[src/rtl/cache_controller_if.sv]
// Cache controller bus bundle: CPU request side, cache array side and
// main-memory side grouped so the controller takes a single port.
interface cache_controller_if;
  // CPU side
  logic        cpu_req;
  logic [14:0] cpu_addr;
  logic        busy;
  logic        cpu_ready;
  // Cache array side
  logic [14:0] cache_addr;
  logic        read_adr;
  logic        write;
  logic        hit;
  logic        miss;
  logic        valid;
  logic [2:0]  checking_tag;
  // Main memory side
  logic        mem_rd;
  logic [12:0] mem_addr;
  logic        mem_ready;

  modport master (
    input  cpu_req, cpu_addr, valid, checking_tag, mem_ready,
    output busy, cpu_ready, cache_addr, read_adr, write, hit, miss,
           mem_rd, mem_addr
  );

  modport slave (
    output cpu_req, cpu_addr, valid, checking_tag, mem_ready,
    input  busy, cpu_ready, cache_addr, read_adr, write, hit, miss,
           mem_rd, mem_addr
  );
endinterface

[src/rtl/cache_controller.sv]
// Direct-mapped read cache controller: latches a CPU request, strobes the
// cache lookup, compares the registered tag, fetches a block from main
// memory on a miss and keeps saturating hit/miss statistics.
module cache_controller #(
  parameter int unsigned CNT_W = 16
) (
  input  logic                 clk,
  input  logic                 rst_n,
  cache_controller_if.master   bus,
  output logic [CNT_W-1:0]     hit_count,
  output logic [CNT_W-1:0]     miss_count
);

  typedef enum logic [2:0] {
    IDLE,
    LOOKUP,
    COMPARE,
    MEM_WAIT,
    FILL,
    DONE
  } state_e;

  state_e           state_q, state_d;
  logic [14:0]      addr_q, addr_d;
  logic             hit_q, hit_d;
  logic [CNT_W-1:0] hit_count_q, hit_count_d;
  logic [CNT_W-1:0] miss_count_q, miss_count_d;

  // State, latched address, lookup result and statistics registers
  always_ff @(posedge clk) begin
    if (!rst_n) begin
      state_q      <= IDLE;
      addr_q       <= '0;
      hit_q        <= 1'b0;
      hit_count_q  <= '0;
      miss_count_q <= '0;
    end else begin
      state_q      <= state_d;
      addr_q       <= addr_d;
      hit_q        <= hit_d;
      hit_count_q  <= hit_count_d;
      miss_count_q <= miss_count_d;
    end
  end

  // Next-state logic; cpu_req only matters in IDLE, mem_ready only in MEM_WAIT
  always_comb begin
    state_d = state_q;
    addr_d  = addr_q;
    hit_d   = hit_q;
    unique case (state_q)
      IDLE: begin
        if (bus.cpu_req) begin
          addr_d  = bus.cpu_addr;
          state_d = LOOKUP;
        end
      end
      LOOKUP:   state_d = COMPARE;
      COMPARE: begin
        hit_d   = bus.valid && (bus.checking_tag == addr_q[14:12]);
        state_d = hit_d ? DONE : MEM_WAIT;
      end
      MEM_WAIT: begin
        if (bus.mem_ready) state_d = FILL;
      end
      FILL:     state_d = DONE;
      DONE:     state_d = IDLE;
      default:  state_d = IDLE;
    endcase
  end

  // Saturating statistics, bumped once per completed transaction
  always_comb begin
    hit_count_d  = hit_count_q;
    miss_count_d = miss_count_q;
    if (state_q == DONE) begin
      if (hit_q) begin
        if (hit_count_q != '1) hit_count_d = hit_count_q + CNT_W'(1);
      end else begin
        if (miss_count_q != '1) miss_count_d = miss_count_q + CNT_W'(1);
      end
    end
  end

  // Outputs are decoded from state or taken straight from registers
  assign bus.busy       = (state_q != IDLE);
  assign bus.read_adr   = (state_q == LOOKUP);
  assign bus.mem_rd     = (state_q == MEM_WAIT);
  assign bus.write      = (state_q == FILL);
  assign bus.cpu_ready  = (state_q == DONE);
  assign bus.hit        = (state_q == DONE) &&  hit_q;
  assign bus.miss       = (state_q == DONE) && !hit_q;
  assign bus.cache_addr = addr_q;
  assign bus.mem_addr   = addr_q[14:2];
  assign hit_count      = hit_count_q;
  assign miss_count     = miss_count_q;

endmodule

[src/flat_wrapper.sv]
// flat-port wrapper written by rule: the top's interface ports become plain ports
module cache_controller_flat 
#(
  parameter int unsigned CNT_W = 16
)
  (clk, rst_n, hit_count, miss_count, bus_cpu_req, bus_cpu_addr, bus_valid, bus_checking_tag, bus_mem_ready, bus_busy, bus_cpu_ready, bus_cache_addr, bus_read_adr, bus_write, bus_hit, bus_miss, bus_mem_rd, bus_mem_addr);
  cache_controller_if bus_i ();
  input  logic clk;
  input  logic rst_n;
  output logic [CNT_W-1:0] hit_count;
  output logic [CNT_W-1:0] miss_count;
  input wire logic [$bits(bus_i.cpu_req)-1:0] bus_cpu_req;
  input wire logic [$bits(bus_i.cpu_addr)-1:0] bus_cpu_addr;
  input wire logic [$bits(bus_i.valid)-1:0] bus_valid;
  input wire logic [$bits(bus_i.checking_tag)-1:0] bus_checking_tag;
  input wire logic [$bits(bus_i.mem_ready)-1:0] bus_mem_ready;
  output wire logic [$bits(bus_i.busy)-1:0] bus_busy;
  output wire logic [$bits(bus_i.cpu_ready)-1:0] bus_cpu_ready;
  output wire logic [$bits(bus_i.cache_addr)-1:0] bus_cache_addr;
  output wire logic [$bits(bus_i.read_adr)-1:0] bus_read_adr;
  output wire logic [$bits(bus_i.write)-1:0] bus_write;
  output wire logic [$bits(bus_i.hit)-1:0] bus_hit;
  output wire logic [$bits(bus_i.miss)-1:0] bus_miss;
  output wire logic [$bits(bus_i.mem_rd)-1:0] bus_mem_rd;
  output wire logic [$bits(bus_i.mem_addr)-1:0] bus_mem_addr;
  assign bus_i.cpu_req = bus_cpu_req;
  assign bus_i.cpu_addr = bus_cpu_addr;
  assign bus_i.valid = bus_valid;
  assign bus_i.checking_tag = bus_checking_tag;
  assign bus_i.mem_ready = bus_mem_ready;
  assign bus_busy = bus_i.busy;
  assign bus_cpu_ready = bus_i.cpu_ready;
  assign bus_cache_addr = bus_i.cache_addr;
  assign bus_read_adr = bus_i.read_adr;
  assign bus_write = bus_i.write;
  assign bus_hit = bus_i.hit;
  assign bus_miss = bus_i.miss;
  assign bus_mem_rd = bus_i.mem_rd;
  assign bus_mem_addr = bus_i.mem_addr;
  cache_controller #(.CNT_W(CNT_W)) u_core (.clk(clk), .rst_n(rst_n), .bus(bus_i), .hit_count(hit_count), .miss_count(miss_count));
endmodule
[config.mk]
export PLATFORM = sky130hd
export DESIGN_NAME = cache_controller_flat
export DESIGN_NICKNAME = d
export VERILOG_FILES = /design/src/rtl/cache_controller_if.sv /design/src/rtl/cache_controller.sv /design/src/flat_wrapper.sv
export SDC_FILE = /design/constraint.sdc
export NUM_CORES = 1
export LEC_CHECK = 0
export CAP_MARGIN = 20
export CORE_MARGIN = 5
export CORE_UTILIZATION = 62
export DETAILED_ROUTE_END_ITERATION = 6
export DONT_BUFFER_PORTS = 1
export HOLD_SLACK_MARGIN = 0.05
export MAX_ROUTING_LAYER = met4
export PLACE_DENSITY = 0.85
export SETUP_SLACK_MARGIN = 0.5
export SLEW_MARGIN = 40
export SYNTH_ARGS = -nofsm -noshare
export SYNTH_HDL_FRONTEND = slang
export SYNTH_SLANG_ARGS = --single-unit
[constraint.sdc]
create_clock -name clk -period 2.5 [get_ports clk]
set_clock_uncertainty 0.05 [all_clocks]
set_input_delay 0.25 -clock clk [delete_from_list [all_inputs] [get_ports clk]]
set_output_delay 0.25 -clock clk [all_outputs]
set_load 0.02 [all_outputs]
## Word level (Yosys, flattened, before mapping)

Index checks and enable logic that the tools add are counted.

- Input bits: 23
- Word-level logic and storage cells: 32
- Output and inout port bits: 67
- Register bits after elaboration: 51

- Muxes and demuxes: 4
- Reduce and logical (&&, ||, !) cells: 10
- Add/sub/neg operators: 2
- Equality and inequality tests: 10
- Bitwise operators: 1

Operator list:

| cell | number |
|---|---|
| adder 16 x 1 -> 16 bit, second input constant | 2 |
| inequality test 16 bit, second input constant | 2 |
| case mux 3 bit (5 select lines) | 1 |
| 2-to-1 mux 3 bit | 3 |
| equality test 3 x 2 -> 1 bit, second input constant | 2 |
| equality test 3 bit, second input constant | 2 |
| AND reduction 3 bit | 2 |
| inequality test 2 bit, second input constant | 2 |
| AND reduction 2 bit | 2 |
| equality test 3 x 1 -> 1 bit, second input constant | 1 |
| equality test 3 bit | 1 |
| logical AND 1 bit | 3 |
| zero test 3 bit | 1 |
| nonzero test 3 bit | 1 |
| zero test 1 bit | 1 |
| inverter 1 bit | 1 |

## Depth between registers and ports, before layout

- Depth in word-level cells: 4
- Mapped depth: 7
- Gate-level depth less buffers: 5

## Worst setup path after synthesis

OpenSTA, ideal clock, no wires.

- Path kind: register -> register
- Start point: register u_core.miss_count_q[0] (netlist: u_core.miss_count[0])
- End point: register u_core.miss_count_q[2] (netlist: u_core.miss_count[2])
- Data arrival time: 1.889 ns
- Path slack: 0.470 ns
- Setup time: 0.091 ns
- Stages on the path, launching flop included: 6
- Required time: 2.359 ns
- Path buffers: 0
- Clock period less this slack: 2.030 ns
- Cell sequence: dfxtp_1 ha_1 nand3_1 nor4_1 nor2_1 a311oi_1

- Cells in the longest elaborated chain, start to end: 2
- Elaborated cells on any way between the ends: 3
- Classes of those cells: add/sub: 1; eq/ne: 1; reduce/logical: 1

Ends and longest elaborated chain:

| element | RTL line | RTL |
|---|---|---|
| start, declared | cache_controller.sv:27 | `logic [CNT_W-1:0] miss_count_q, miss_count_d;` |
| start signal, assigned | cache_controller.sv:42 | `miss_count_q <= miss_count_d;` |
| parallel branches: the longest is 2 deep, another holds adder 16 x 1 -> 16 bit | - |  |

Several ways; the timed one is not identified.
A chain may end at the register's enable or synchronous reset.

## Worst setup path after layout

- Start point: register u_core.miss_count_q[2] (netlist: u_core.miss_count[2])
- End point: register u_core.miss_count_q[15] (netlist: u_core.miss_count[15])

The elaborated chain is that of the path after synthesis.

==> flow_metrics.py <==
metrics = {
    "outcome": {
        "outcome": "complete, no violations",
    },
    "drt": {
        "drt_first_pass_iters": 5,
        "drt-total-wl_um": 5870,
        "num_vias": 2299,
        "wl_per_cell_um": 16.0,
        "initialDrtViolationCount": 166,
        "route.detailed.drc": 0,
        "vias_per_cell": 6.28,
        "ant_nets": 0,
    },
    "power_and_ir_drop": {
        "power_leakage_nw": 0.981,
        "p_per_area_nw_per_um2": 528,
        "power_mw": 1.50,
        "ir_worst_vdd_v": 0.000400,
    },
    "logic_synthesis": {
        "synthCells": 300,
        "synth-compound-area-share_pct": 14.8,
        "synthAdderAreaFrac_pct": 1.01,
        "synth_top_family_by_area": "simple AND/OR/NAND/NOR gates",
        "synth_edf_count": 0,
        "async_flop_share_pct": 0,
        "synthDistinctLibCells": 40,
        "yosys.area_share.xor_xnor_pct": 1.41,
        "ys_seq_area_share_pct": 41.0,
        "synthFlopType": "dfxtp_1",
        "synth-seq-cells": 51,
        "avgSynthCellArea_um2": 8.30,
        "syn_nets": 325,
        "netlist_area_um2": 2490,
        "yosysWarnings": 0,
        "synthSimpleGateAreaFrac_pct": 30.3,
        "muxShareOfSynthArea_pct": 4.42,
    },
    "cells_and_area": {
        "multi_input_area_um2": 1330,
        "diodes": 0,
        "fin_util_pct": 71.9,
        "seqCellArea_um2": 1050,
        "syn_to_final_growth_pct": 13.8,
        "drive_above_1_share_pct": 14.6,
        "layout.nets": 340,
        "instances_no_fill": 366,
        "fill_cells": 290,
        "design_area_um2": 2830,
    },
    "critical_path": {
        "path_buf_inv": 0,
        "worstSetupStartpoint": "u_core.miss_count[2]",
        "cp_max_fo": 7,
        "arrival_ns": 2.15,
        "cp_slowest_cell": "or4_4",
        "r2r-start": "u_core.miss_count[2]",
        "critical_path_class": "reg -> reg",
        "start_kind": "flop",
        "critPathTopFamily": "simple AND/OR/NAND/NOR gates",
        "endpoint_kind": "flop",
        "slowest_delay_ns": 0.50,
        "worstPathRequired_ns": 2.68,
        "crit_chain": "nand4_1, or4_4, or4_1, a21oi_1",
    },
    "global_routing": {
        "gr-total-overflow": 0,
        "antenna_found_initial": 0,
        "track_usage_pct": 22.9,
        "first_global_vias": 2080,
        "grt_max_degree": 29,
        "grt_pass1_wl_um": 9450,
    },
    "worst_hold_path": {
        "hp-start": "rst_n",
        "hold_class": "in -> reg",
    },
    "placed_design": {
        "portBuffers": 0,
        "dpl.hpwl_um": 3920,
        "place_area_um2": 2480,
        "dp.cells": 335,
        "gp_congestion": 0.850,
        "preCtsSetupSlack_ns": 0.373,
    },
    "clock_network": {
        "clk-insertion-delay-late_ns": 0.30,
        "cts_max_path_buffers": 2,
        "cts_sinks": 51,
        "cts_tree": "done",
        "htree_num_levels": 2,
        "clk_pin_slew_ns": 0.09,
        "root_buffer": "clkbuf_8",
        "numCtsBuffers": 5,
    },
    "floorplanning": {
        "core_area_um2": 3940,
        "die_x_um": 73.4,
        "die_h_um": 73.4,
        "dieArea_um2": 5380,
        "io_pins": 90,
        "start_util_pct": 63.2,
        "fp-row-count": 23,
    },
    "sta": {
        "final_max_slew_viol_count": 0,
        "tns_ns": 0,
        "post-route-min-period_ns": 1.98,
        "period_share_pct": 79.0,
        "fmax_mhz": 506,
        "setup_viol": 0,
        "finalHoldWorstSlack_ns": 0.0594,
        "hold_viol_final": 0,
        "slew_headroom_pct": 53.8,
        "rsz0062_at_grt": "true",
        "setup_ws_ns": 0.524,
        "worst_pin_slew_ns": 0.687,
    },
    "job": {
        "max_cap_viol_count": 0,
    },
}
timing repair:
item	CTS	global route
hold buffers	16	1
gates resized for setup	10	12
hold endpoints to repair	31	1
setup endpoints to repair	14	18
pin swaps	0	3
setup buffers	0	6
path summary, 6_finish.rpt:
kind                            to  cells after the start  slack (ns)
max          u_core.miss_count[15]                      4        0.52
min           u_core.hit_count[11]                      2        0.06
max reg2reg  u_core.miss_count[15]                      4        0.52
min reg2reg      u_core.state_q[0]                      1        0.46
registers in the layout, summed over array words and instances (netlist names):
| signal | cells |
|---|---|
| u_core.hit_count | 16 |
| u_core.miss_count | 16 |
| u_core.state_q | 3 |
| u_core.bus.cache_addr | 15 |
| u_core.hit_q | 1 |
synthesized netlist by cell type, drive strengths merged (2+ instances only):
master,instances,share of area [%]
a21oi,30,6.0
a311oi,2,0.70
and2,2,0.50
and3,8,2.0
buf,16,4.8
clkbuf,9,1.4
dfxtp,51,41
ha,2,1.0
inv,5,0.75
mux2i,11,4.4
nand2,55,8.3
nand2b,11,2.8
nand3,10,2.0
nand4,12,3.0
nand4b,2,0.70
nor2,7,1.1
nor3,5,1.0
nor4,9,2.3
nor4b,2,0.70
o21a,2,0.60
o21ai,9,1.8
o311ai,2,0.70
o31a,2,0.70
o31ai,6,1.8
o41ai,3,1.1
or2,2,0.50
or3,7,1.8
or4,7,2.3
xnor2,3,1.1
final cells by class:
type,instances,area share [%]
multi-input combinational,218,46.8
sequential,51,37.0
timing repair buffer,33,10.1
clock buffer,5,2.43
tap,50,2.21
inverter,6,0.795
clock inverter,3,0.706
where the power goes:
| part | switching, mW | total [mW] | internal (mW) |
|---|---|---|---|
| Sequential | 0.0703 | 0.902 | 0.832 |
| Combinational | 0.0731 | 0.122 | 0.0492 |
| Clock | 0.278 | 0.473 | 0.195 |
per-layer routing:
layer	GRT usage, %	up-vias	wire [um]
met5	-	-	0
met4	8.85	0	128
met3	7.66	13	508
met2	37.4	95	2820
met1	25.9	1075	2410
li1	-	1116	-
cells by family after synthesis:
kind of cell,Yosys count
mux,11
flops,51
fa+ha+maj,2
xor+xnor,4
simple gates,141
compound gates,60
buf+inv,31
placed cells by master (no fill, tap or decap), drive strengths merged, types with 7 or more instances in the layout:
cell type,n
nand2b,11
a21oi,30
or4,7
dfxtp,51
dlygate4sd3,16
nand2,55
buf,17
nand3,10
nor2,7
and3,8
o21ai,9
nand4,12
or3,7
mux2i,11
nor4,9
(Power assumes the default switching activity.)
